===== config.mk =====
export PLATFORM = sky130hd
export DESIGN_NAME = mem_access_controller_flat
export DESIGN_NICKNAME = d
export VERILOG_FILES = /design/src/rtl/mem_access_controller_if.sv /design/src/rtl/mem_access_controller.sv /design/src/flat_wrapper.sv
export SDC_FILE = /design/constraint.sdc
export NUM_CORES = 1
export LEC_CHECK = 0
export BUFFER_PORTS_ARGS = -buffer_cell sky130_fd_sc_hd__buf_2
export CORE_ASPECT_RATIO = 0.75
export CORE_UTILIZATION = 46
export CTS_CLUSTER_DIAMETER = 150
export DETAILED_ROUTE_END_ITERATION = 6
export PLACE_DENSITY = 0.85
export SETUP_SLACK_MARGIN = 0.1
export SYNTH_ARGS = -nofsm -noshare
export SYNTH_HDL_FRONTEND = slang
export SYNTH_SLANG_ARGS = --single-unit

===== constraint.sdc =====
create_clock -name clk -period 1.92 [get_ports clk]
set_clock_uncertainty 0.1 [all_clocks]
set_input_delay 0.096 -clock clk [delete_from_list [all_inputs] [get_ports clk]]
set_output_delay 0.096 -clock clk [all_outputs]
set_load 0.01 [all_outputs]

===== src/rtl/mem_access_controller_if.sv =====
// Bundles the pipeline-side request/response and the SRAM pad signals of the
// memory access controller.
interface mem_access_if;
  logic        mem_r_en;
  logic        mem_w_en;
  logic [31:0] alu_result;
  logic [31:0] val_rm;
  logic [31:0] read_data;
  logic        ready;
  logic [17:0] sram_addr;
  logic [15:0] sram_dq_out;
  logic        sram_dq_oe;
  logic [15:0] sram_dq_in;
  logic        sram_we_n;

  modport master (
    output mem_r_en, mem_w_en, alu_result, val_rm, sram_dq_in,
    input  read_data, ready, sram_addr, sram_dq_out, sram_dq_oe, sram_we_n
  );

  modport slave (
    input  mem_r_en, mem_w_en, alu_result, val_rm, sram_dq_in,
    output read_data, ready, sram_addr, sram_dq_out, sram_dq_oe, sram_we_n
  );
endinterface


===== src/rtl/mem_access_controller.sv =====
// Splits each 32-bit load/store into two 16-bit SRAM phases and freezes the
// pipeline through a combinational ready until the access completes.
//
// state | meaning
// IDLE  | waiting for a request; latches address/data/op on one
// LOW   | low half-word on the bus for PHASE_CYCLES cycles
// HIGH  | high half-word on the bus for PHASE_CYCLES cycles
// DONE  | one-cycle completion; ready high, read_data valid
module mem_access_controller #(
  parameter int unsigned PHASE_CYCLES = 2,
  parameter logic [31:0] ADDR_BASE    = 32'd1024
) (
  input  logic          clk,
  input  logic          rst,
  mem_access_if.slave   bus
);

  typedef enum logic [1:0] {ST_IDLE, ST_LOW, ST_HIGH, ST_DONE} state_t;

  localparam logic [3:0] CNT_LAST = 4'(PHASE_CYCLES - 1);

  state_t      state_q, state_d;
  logic [3:0]  cnt_q, cnt_d;
  logic        is_wr_q, is_wr_d;
  logic [16:0] word_q, word_d;
  logic [31:0] data_q, data_d;
  logic [31:0] rd_q, rd_d;
  logic [17:0] addr_q, addr_d;
  logic [15:0] dq_q, dq_d;
  logic        req;
  logic        last;
  logic        in_phase;

  assign req      = bus.mem_r_en | bus.mem_w_en;
  assign last     = (cnt_q == CNT_LAST);
  assign in_phase = (state_q == ST_LOW) || (state_q == ST_HIGH);

  always_ff @(posedge clk or negedge rst) begin
    if (!rst) begin
      state_q <= ST_IDLE;
      cnt_q   <= '0;
      is_wr_q <= 1'b0;
      word_q  <= '0;
      data_q  <= '0;
      rd_q    <= '0;
      addr_q  <= '0;
      dq_q    <= '0;
    end else begin
      state_q <= state_d;
      cnt_q   <= cnt_d;
      is_wr_q <= is_wr_d;
      word_q  <= word_d;
      data_q  <= data_d;
      rd_q    <= rd_d;
      addr_q  <= addr_d;
      dq_q    <= dq_d;
    end
  end

  always_comb begin
    state_d = state_q;
    cnt_d   = cnt_q;
    is_wr_d = is_wr_q;
    word_d  = word_q;
    data_d  = data_q;
    rd_d    = rd_q;
    addr_d  = addr_q;
    dq_d    = dq_q;

    case (state_q)
      ST_IDLE: begin
        if (req) begin
          // A simultaneous read+write request is treated as a write.
          is_wr_d = bus.mem_w_en;
          word_d  = 17'((bus.alu_result - ADDR_BASE) >> 2);
          data_d  = bus.val_rm;
          addr_d  = {word_d, 1'b0};
          if (bus.mem_w_en) dq_d = bus.val_rm[15:0];
          cnt_d   = '0;
          state_d = ST_LOW;
        end
      end
      ST_LOW: begin
        if (last) begin
          cnt_d   = '0;
          addr_d  = {word_q, 1'b1};
          if (is_wr_q) dq_d = data_q[31:16];
          else         rd_d[15:0] = bus.sram_dq_in;
          state_d = ST_HIGH;
        end else begin
          cnt_d = cnt_q + 4'd1;
        end
      end
      ST_HIGH: begin
        if (last) begin
          cnt_d   = '0;
          if (!is_wr_q) rd_d[31:16] = bus.sram_dq_in;
          state_d = ST_DONE;
        end else begin
          cnt_d = cnt_q + 4'd1;
        end
      end
      ST_DONE: state_d = ST_IDLE;
      default: state_d = ST_IDLE;
    endcase
  end

  // Strobes decode straight from state so reset kills them asynchronously.
  assign bus.sram_we_n   = ~(is_wr_q & in_phase);
  assign bus.sram_dq_oe  = is_wr_q & in_phase;
  assign bus.sram_addr   = addr_q;
  assign bus.sram_dq_out = dq_q;
  assign bus.read_data   = rd_q;
  assign bus.ready       = ((state_q == ST_IDLE) & ~req) | (state_q == ST_DONE);

endmodule


===== src/flat_wrapper.sv =====
// flat-port wrapper written by rule: the top's interface ports become plain ports
module mem_access_controller_flat 
#(
  parameter int unsigned PHASE_CYCLES = 2,
  parameter logic [31:0] ADDR_BASE    = 32'd1024
)
  (clk, rst, bus_mem_r_en, bus_mem_w_en, bus_alu_result, bus_val_rm, bus_sram_dq_in, bus_read_data, bus_ready, bus_sram_addr, bus_sram_dq_out, bus_sram_dq_oe, bus_sram_we_n);
  mem_access_if bus_i ();
  input  logic clk;
  input  logic rst;
  input wire logic [$bits(bus_i.mem_r_en)-1:0] bus_mem_r_en;
  input wire logic [$bits(bus_i.mem_w_en)-1:0] bus_mem_w_en;
  input wire logic [$bits(bus_i.alu_result)-1:0] bus_alu_result;
  input wire logic [$bits(bus_i.val_rm)-1:0] bus_val_rm;
  input wire logic [$bits(bus_i.sram_dq_in)-1:0] bus_sram_dq_in;
  output wire logic [$bits(bus_i.read_data)-1:0] bus_read_data;
  output wire logic [$bits(bus_i.ready)-1:0] bus_ready;
  output wire logic [$bits(bus_i.sram_addr)-1:0] bus_sram_addr;
  output wire logic [$bits(bus_i.sram_dq_out)-1:0] bus_sram_dq_out;
  output wire logic [$bits(bus_i.sram_dq_oe)-1:0] bus_sram_dq_oe;
  output wire logic [$bits(bus_i.sram_we_n)-1:0] bus_sram_we_n;
  assign bus_i.mem_r_en = bus_mem_r_en;
  assign bus_i.mem_w_en = bus_mem_w_en;
  assign bus_i.alu_result = bus_alu_result;
  assign bus_i.val_rm = bus_val_rm;
  assign bus_i.sram_dq_in = bus_sram_dq_in;
  assign bus_read_data = bus_i.read_data;
  assign bus_ready = bus_i.ready;
  assign bus_sram_addr = bus_i.sram_addr;
  assign bus_sram_dq_out = bus_i.sram_dq_out;
  assign bus_sram_dq_oe = bus_i.sram_dq_oe;
  assign bus_sram_we_n = bus_i.sram_we_n;
  mem_access_controller #(.PHASE_CYCLES(PHASE_CYCLES), .ADDR_BASE(ADDR_BASE)) u_core (.clk(clk), .rst(rst), .bus(bus_i));
endmodule

==> results of run 1 <==
[flip-flops by register name (all words and copies together) (netlist names)]
name and flops:
u_core.bus.read_data 32, u_core.bus.sram_addr 18, u_core.word_q 17, u_core.bus.sram_dq_out 16, u_core.data_q 16, u_core.cnt_q 4, u_core.state_q 2, u_core.is_wr_q 1
[Yosys cell counts (5+ instances only)]
master,number,share of area
dfrtp_1,106,0.57
nand3_1,7,0.0075
o21ai_2,8,0.015
mux2_2,57,0.14
nor2_1,27,0.022
clkbuf_1,9,0.0073
xnor2_1,5,0.0094
ha_1,8,0.022
a21oi_1,22,0.024
mux2i_1,26,0.056
inv_1,7,0.0057
nand2_1,32,0.026
o21ai_0,18,0.019
buf_6,6,0.015
[worst max-delay path, stage by stage, from the launching register on]
cell and delay, ns:
dfrtp_1 0.38, inv_1 0.06, ha_2 0.18, or3b_4 0.41, a211o_4 0.39, buf_12 0.15, a211oi_2 0.20, a21o_1 0.12
[per-layer routing]
layer / up-vias / track usage / share of wire
met2: 116 / 0.4016 / 0.52
li1: 1766 / - / -
met1: 1843 / 0.2630 / 0.42
met5: - / 0 / 0
met3: 15 / 0.05548 / 0.049
met4: 0 / 0.05361 / 0.0097
[cell type report]
| cell class | count | area [µm²] | share of cell area |
|---|---|---|---|
| clock buffer | 9 | 225.2 | 0.03267 |
| clock inverter | 7 | 78.83 | 0.01143 |
| inverter | 7 | 26.28 | 0.003811 |
| multi-input combinational | 243 | 1988 | 0.2884 |
| sequential | 106 | 2653 | 0.3848 |
| tap | 132 | 165.2 | 0.02396 |
| timing repair buffer | 238 | 1758 | 0.2550 |
[logic make-up (layout without fill, tap and decap cells)]
| logic type | count (synthesis) | count (layout) | synth area share |
|---|---|---|---|
| buf+inv | 27 | 261 | 0.03258 |
| compound gates | 63 | 63 | 0.08670 |
| xor+xnor | 7 | 7 | 0.01319 |
| mux | 83 | 83 | 0.1941 |
| simple gates | 82 | 82 | 0.08105 |
| fa+ha+maj | 8 | 8 | 0.02154 |
| flops | 106 | 106 | 0.5708 |
[repair_timing]
| action | CTS | global route |
|---|---|---|
| gates cloned | 0 | 1 |
| setup buffers | 9 | 9 |
| hold buffers | 60 | 0 |
| gates resized for setup | 12 | 33 |
| endpoints found under the setup margin | 60 | 65 |
| endpoints found under the hold margin | 187 | 0 |
| pin swaps | 5 | 9 |
[power breakdown]
| group | leakage [nW] | switching [mW] | internal [mW] | total (mW) |
|---|---|---|---|---|
| clock network | 0.144 | 0.827 | 1.02 | 1.85 |
| registers | 1.25 | 0.620 | 3.38 | 4.00 |
| logic | 1.84 | 3.00 | 3.20 | 6.20 |
| total | 3.23 | 4.45 | 7.60 | 12.0 |
[worst max path at each step]
stage                               start                  endpoint  cells past startpoint
after floorplan           u_core.cnt_q[1]  u_core.bus.sram_addr[16]                      9
after global placement    u_core.cnt_q[1]  u_core.bus.sram_addr[14]                      9
after detailed placement  u_core.cnt_q[1]  u_core.bus.sram_addr[15]                      9
after CTS                 u_core.cnt_q[1]  u_core.bus.sram_addr[15]                      9
after global routing      u_core.cnt_q[1]  u_core.bus.sram_addr[15]                      9
final                     u_core.cnt_q[1]  u_core.bus.sram_addr[13]                      7
[layout by cell type (no fill, tap or decap), types with 2 or more instances in the layout]
master / count
a21o_1: 2
a21oi_1: 19
a21oi_2: 3
a22o_1: 2
buf_12: 8
buf_2: 135
buf_4: 23
buf_6: 11
clkbuf_16: 10
clkinv_4: 2
clkinvlp_4: 2
dfrtp_1: 106
dlygate4sd3_1: 60
ha_1: 5
ha_4: 2
inv_1: 5
inv_2: 2
mux2_2: 57
mux2i_1: 26
nand2_1: 26
nand2_2: 6
nand2_4: 3
nand3_1: 6
nor2_1: 27
nor3_1: 2
o211ai_1: 3
o21ai_0: 12
o21ai_1: 2
o21ai_2: 12
or3b_4: 2
xnor2_1: 5
xor2_1: 2
[through the flow]
stage            util  TNS, ns
2_1_floorplan       -  -0.3221
3_3_place_gp   0.5817   -2.159
3_5_place_dp   0.5817   -3.736
4_1_cts        0.6868   -2.924
5_1_grt        0.7081   -6.673
6_report       0.7081   -3.804
==> metrics, run 1 <==
H-tree depth 3; Max Fclk 486.4 MHz; FILL cells 701; Die ar. 10,510 µm²; clk root buf clkbuf_16; worst-case reg-to-reg path depth 7; Worst Hold Launch bus_mem_w_en; First DRT Iteration DRCs 135; syn_nets 468; Detail Route Antenna Nets 0; total gr overflow 0; Period minus WS final 2.056 ns; non-filler instance count after layout 742; TritonCTS clock tree built; Tcrit/Tclk final 1.071; relative slew slack 0.6134; R2R Path End u_core.bus.sram_addr[13]; clock latency on the worst-skew pair 0.34 ns; via count 3,740; sequential area share after synthesis 0.5708; clock-pin slew on the worst setup and hold paths 0.07 ns; Hold Crit Depth 2; failing checks setup timing; Placed Instance Area 5663 µm²; Async S/R FF share, synth 1.000; Crit Path Max Fanout 6; initial antenna violation count 0; DR DRC count 0; Setup violations, final 46; Reg2Reg Setup Slack -0.14 ns; CTS Buffer Depth 2; Slew Viols, Final 0; WHS 0.01195 ns; P&R area growth vs syn 48.36%; post-synthesis average cell area 12.36 µm²; r2r startpoint u_core.cnt_q[1]; count of input and output buffers 137; final instance area 6894 µm²; Worst EP required 2.10 ns; Design Power 12.05 mW; largest net degree at the start of global routing 107; # IOs 153; Leak 3.233 nW; number of synthesis warnings 0; Crit Path Class reg2reg; total clock buffers created by CTS 9; global-route wire length before repair 17.99 mm; Tightest Pin Transition 0.5799 ns; vias in the first global route 3,775; placed insts 648; share of layout cells above drive strength 1 0.4787; Worst Hold Class in2reg; Syn Inst Count 376; dpl hpwl 7.275 mm; fin nets 697; Worst EP arrival 2.23 ns; ant diodes 0; ys flop type dfrtp_1; Rows 31; startpoint types flip-flop; post-synthesis instance area 4647 µm²; Initial Utilization 0.4773; Netlist cell types 39; status finished with violations; Final Hold Viols 0; Total Routed Length 11.70 mm; RePlAce Congestion 0.8540; Die Height 89.05 µm; post-route setup slack -0.1360 ns; Power Dens Cells 1748 nW/µm²; Setup crit end kind flip-flop; Max Cap Viol 0; all-layer global routing usage 0.2190; unrepaired setup endpoints after global routing yes; Vias/cell 5.040; DP Worst Slack -0.1462 ns; Core Box Area 9736 µm²; Worst Hold Endpoint u_core.is_wr_q; die width 118.1 µm; Post-synth EDFFs 0; CTS Sinks 106; DR pass1 iterations 4; count of state elements after synthesis 106; DR WL/cell 15.77 µm; VDD IR-drop max 0.0009279 V
Note: power is estimated with default switching activity, not from simulation.
==> run 2, diff against run 1 <==
--- a/config.mk
+++ b/config.mk
@@ -7,10 +7,11 @@
 export LEC_CHECK = 0
 export BUFFER_PORTS_ARGS = -buffer_cell sky130_fd_sc_hd__buf_2
 export CORE_ASPECT_RATIO = 0.75
-export CORE_UTILIZATION = 46
+export CORE_UTILIZATION = 51
 export CTS_CLUSTER_DIAMETER = 150
+export CTS_CLUSTER_SIZE = 30
 export DETAILED_ROUTE_END_ITERATION = 6
-export PLACE_DENSITY = 0.85
+export PLACE_DENSITY = 0.88
 export SETUP_SLACK_MARGIN = 0.1
 export SYNTH_ARGS = -nofsm -noshare
 export SYNTH_HDL_FRONTEND = slang
==> constraint.sdc (replaced) <==
create_clock -name clk -period 1.9 [get_ports clk]
set_clock_uncertainty 0.1 [all_clocks]
set_input_delay 0.095 -clock clk [delete_from_list [all_inputs] [get_ports clk]]
set_output_delay 0.095 -clock clk [all_outputs]
set_load 0.01 [all_outputs]
==> run 2 against run 1 <==
Critical endpoint is now u_core.bus.sram_addr[12]. Sequential power grew 3%. Final area grew 0.80%. Critical path type unchanged. The flow finishes with violations (DRC, setup timing). Core utilization grew 9.7 points. Sequential share of layout area shrank 0.30 points.
==> metrics, run 2 (same netlist as run 1, synthesis figures left out) <==
largest net degree at the start of global routing 46; P&R area growth vs syn 49.54%; dpl hpwl 7.491 mm; H-tree depth 3; Final Hold Viols 0; non-filler instance count after layout 715; post-route setup slack -0.07821 ns; Die ar. 9501 µm²; clock latency on the worst-skew pair 0.35 ns; Setup violations, final 42; Vias/cell 5.485; all-layer global routing usage 0.2867; switching pwr 4.607 mW; Largest register FFs 32; TritonCTS clock tree built; Crit Path Max Fanout 5; Total Routed Length 13.28 mm; Detail Route Antenna Nets 0; CTS Sinks 106; wire length on met1 5.227 mm; DR pass1 iterations 6; register share of total power 0.333; fin nets 694; RePlAce Congestion 0.8296; First DRT Iteration DRCs 251; Max Fclk 505.5 MHz; Crit Path Class reg2reg; clock share of power 0.163; clock-pin slew on the worst setup and hold paths 0.07 ns; CP startpoint u_core.cnt_q[1]; Pint 7.815 mW; commonest non-fill, non-tap cells in the layout buf_2, dfrtp_1, dlygate4sd3_1; Power Dens Cells 1787 nW/µm²; r2r startpoint u_core.cnt_q[1]; Leak 3.346 nW; DR WL/cell 18.58 µm; total gr overflow 0; Period minus WS final 1.978 ns; Sw Ratio 0.3709; Tcrit/Tclk final 1.041; Die Height 84.67 µm; Combinational Power Share 0.504; Max Cap Viol 0; global-route wire length before repair 20.87 mm; final instance area 6949 µm²; via count 3,922; Worst EP arrival 2.11 ns; failing checks DRC, setup timing; count of input and output buffers 137; Slew Viols, Final 0; startpoint types flip-flop; met3 WL 981 µm; Rows 29; VDD IR-drop max 0.001139 V; total clock buffers created by CTS 9; most common cell after layout, fill and taps aside buf_2; DR DRC count 13; Core Box Area 8636 µm²; die width 112.2 µm; vias in the first global route 4,127; placed insts 625; initial antenna violation count 0; Setup crit end kind flip-flop; Worst EP required 2.04 ns; Worst Hold Class in2reg; Initial Utilization 0.5381; unrepaired setup endpoints after global routing yes; relative slew slack 0.7526; share of layout cells above drive strength 1 0.4646; Reg2Reg Setup Slack -0.08 ns; Worst Hold Launch bus_alu_result[17]; Design Power 12.42 mW; highest metal used met4; clk root buf clkbuf_16; Placed Instance Area 5653 µm²; ant diodes 0; Tightest Pin Transition 0.3697 ns; WL met2 6.796 mm; status finished with violations; CTS Buffer Depth 2; # IOs 153
## run 2: power by group through the flow
stage               registers, mW  clock network [mW]  logic (mW)
global placement             3.97                   0        4.97
floorplan                    4.31                   0        3.00
detailed placement           4.05                   0        5.20
global route                 4.22                2.15        6.74
finish                       4.13                2.03        6.26
CTS                          4.03                2.06        5.71
## run 2: routing by layer
layer / GRT usage / vias to the layer above
met5: 0 / -
met4: 0.08727 / 0
met3: 0.06354 / 23
met2: 0.5359 / 219
met1: 0.3290 / 1916
li1: - / 1764
## run 2: area by class of cell
class,count,area (µm²)
clock buffer,10,239.0
clock inverter,6,88.84
fill,481,1687
inverter,7,26.28
multi-input combinational,244,2082
sequential,106,2653
tap,108,135.1
timing repair buffer,234,1725
## run 2: what timing repair did
action	4_1_cts	5_1_grt
gates resized for setup	22	33
cloned	1	2
setup endpoints to repair	57	92
pin swaps	3	6
hold buffers	59	0
endpoints found under the hold margin	188	0
setup buffers	9	3
## run 2: per-stage QoR
| step | util | worst slack [ns] | hold WS, ns | setup TNS (ns) |
|---|---|---|---|---|
| 3_3_place_gp | 0.6546 | -0.07285 | -0.09049 | -1.505 |
| 4_1_cts | 0.7798 | -0.06519 | 0.005193 | -1.369 |
| 5_1_grt | 0.8047 | -0.1742 | 0.02068 | -4.790 |
| 2_1_floorplan | - | -0.05884 | -0.3006 | -0.7821 |
| 3_5_place_dp | 0.6546 | -0.1900 | -0.08315 | -4.044 |
| 6_report | 0.8047 | -0.07821 | 0.004216 | -1.169 |
## run 2: final timing paths
kind                                             end  depth (start not counted)
max                         u_core.bus.sram_addr[12]                          6
max reg2reg                 u_core.bus.sram_addr[12]                          6
min reg2reg                  u_core.bus.sram_addr[5]                          2
min                                u_core.word_q[15]                          3
max in group asynchronous  u_core.bus.sram_dq_out[1]                          3
min in group asynchronous          u_core.word_q[11]                          2
## run 2: critical path: stages, from the launching register on
cell and delay (ns):
dfrtp_1 0.38, inv_1 0.05, ha_1 0.15, or3b_4 0.44, a211oi_4 0.30, buf_4 0.17
mux2_4 0.29
==> run 3, diff against run 2 <==
--- a/config.mk
+++ b/config.mk
@@ -11,7 +11,7 @@
 export CTS_CLUSTER_DIAMETER = 150
 export CTS_CLUSTER_SIZE = 30
 export DETAILED_ROUTE_END_ITERATION = 6
-export PLACE_DENSITY = 0.88
+export PLACE_DENSITY_LB_ADDON = 0.3
 export SETUP_SLACK_MARGIN = 0.1
 export SYNTH_ARGS = -nofsm -noshare
 export SYNTH_HDL_FRONTEND = slang
==> run 3 against run 2 <==
The flow still finishes with violations (DRC, setup timing). Sequential power is 1% lower. Total power is 1.2% higher. Hold slack better by 0.033 ns. Critical path type unchanged. Largest cell class unchanged. Sequential share of layout area is 0.46 points lower. Largest power group unchanged.
==> metrics, run 3 (same netlist as run 1, synthesis figures left out) <==
status finished with violations; failing checks DRC, setup timing; count of input and output buffers 137; non-filler instance count after layout 722; Setup violations, final 37; Worst Hold Class in2reg; Max Cap Viol 0; global-route wire length before repair 18.28 mm; ant diodes 0; P&R area growth vs syn 51.35%; DR pass1 iterations 6; critical path cell sequence inv_1 -> ha_2 -> or3b_4 -> a211oi_4 -> buf_4 -> mux2_4; H-tree depth 3; initial antenna violation count 0; Worst Hold Launch bus_alu_result[16]; RePlAce Congestion 0.8273; Tcrit/Tclk final 1.052; Die Height 84.67 µm; Slew Viols, Final 0; Period minus WS final 1.999 ns; Crit Path Class reg2reg; worst-case reg-to-reg path depth 6; R2R Path End u_core.bus.sram_addr[12]; share of layout cells above drive strength 1 0.5163; commonest non-fill, non-tap cells in the layout buf_2, dfrtp_1, dlygate4sd3_1; Initial Utilization 0.5381; Max Fclk 500.2 MHz; unrepaired setup endpoints after global routing yes; fin nets 701; slowest CP cell or3b_4; Total Routed Length 11.94 mm; setup TNS -1.228 ns; Power Dens Cells 1788 nW/µm²; DR DRC count 13; Hold Crit Depth 3; Reg2Reg Setup Slack -0.1 ns; Setup crit end kind flip-flop; total clock buffers created by CTS 9; startpoint types flip-flop; dpl hpwl 7.222 mm; clk root buf clkbuf_16; Leak 3.290 nW; total gr overflow 0; DR WL/cell 16.54 µm; DP Worst Slack -0.1337 ns; Rows 29; VDD IR-drop max 0.001010 V; all-layer global routing usage 0.2469; Worst EP arrival 2.13 ns; die width 112.2 µm; Worst EP required 2.03 ns; r2r startpoint u_core.cnt_q[1]; clock latency on the worst-skew pair 0.34 ns; Largest register FFs 32; placed insts 625; Die ar. 9501 µm²; Largest stage delay, worst path 0.44 ns; Core Box Area 8636 µm²; post-route setup slack -0.09907 ns; Tightest Pin Transition 0.3915 ns; Crit Path Max Fanout 5; most common cell after layout, fill and taps aside buf_2; Worst Hold Endpoint u_core.word_q[14]; CTS Buffer Depth 2; # IOs 153; largest net degree at the start of global routing 42; clock-pin slew on the worst setup and hold paths 0.07 ns; TritonCTS clock tree built; First DRT Iteration DRCs 172; vias in the first global route 3,818; Final Hold Viols 0; via count 3,784; relative slew slack 0.7390; Vias/cell 5.241; Detail Route Antenna Nets 0; CTS Sinks 106
[run 3: layer usage]
metal / vias to the layer above / share of wire / track usage
met4: 0 / 0.0094 / 0.05939
met5: - / 0 / 0
met1: 1873 / 0.41 / 0.2891
li1: 1771 / - / -
met2: 126 / 0.52 / 0.4495
met3: 14 / 0.064 / 0.07076
[run 3: worst max path at each step]
stage | start | depth (start not counted) | slack (ns) | end
6_report | u_core.cnt_q[1] | 6 | -0.1 | u_core.bus.sram_addr[12]
3_5_place_dp | u_core.cnt_q[1] | 7 | -0.13 | u_core.bus.sram_addr[13]
3_3_place_gp | u_core.cnt_q[1] | 7 | -0.09 | u_core.bus.sram_addr[13]
4_1_cts | u_core.cnt_q[1] | 7 | -0.08 | u_core.bus.sram_addr[13]
5_1_grt | u_core.cnt_q[1] | 8 | -0.17 | u_core.bus.sram_addr[17]
2_1_floorplan | u_core.cnt_q[1] | 9 | -0.06 | u_core.bus.sram_addr[16]
[run 3: repair_timing]
item	in CTS	in global routing
cloned	0	4
hold buffers	62	0
endpoints found under the setup margin	56	76
pin swaps	2	12
hold endpoints to repair	168	0
buffers inserted	7	8
gates resized for setup	7	59
[run 3: worst max-delay path: cells and delay by family (launching register included)]
kind | cells | cell delay (ns)
AOI/OAI and AO/OA | 1 | 0.30
adders and majority gates | 1 | 0.16
buffers and inverters | 2 | 0.22
DFF | 1 | 0.38
muxes | 1 | 0.28
and+or+nand+nor | 1 | 0.44
[run 3: metrics by stage]
| step | hold slack [ns] | util | power, mW | cell area, µm² |
|---|---|---|---|---|
| after floorplan | -0.3006 | - | 7.305 | 4692 |
| after global placement | -0.05348 | 0.6546 | 8.945 | 5653 |
| after detailed placement | -0.05249 | 0.6546 | 9.171 | 5653 |
| after CTS | 0.01231 | 0.7717 | 11.45 | 6664 |
| after global routing | 0.05023 | 0.8144 | 13.30 | 7033 |
| final | 0.03747 | 0.8144 | 12.57 | 7033 |
[run 3: power by group]
group          leakage (nW)  switching [mW]  internal, mW  total [mW]
combinational          1.88            3.15          3.39        6.54
clock                 0.153           0.787          1.15        1.94
sequential             1.25           0.673          3.42        4.09
total                  3.29            4.61          7.96        12.6
[run 3: cell type report]
cell class	instances	area [µm²]
clock buffers	11	232.7
clock inverters	5	78.83
fillers	494	1603
inverters	7	26.28
multi-input cells	243	2083
flip-flops and latches	106	2653
well taps	108	135.1
repair buffers	242	1824
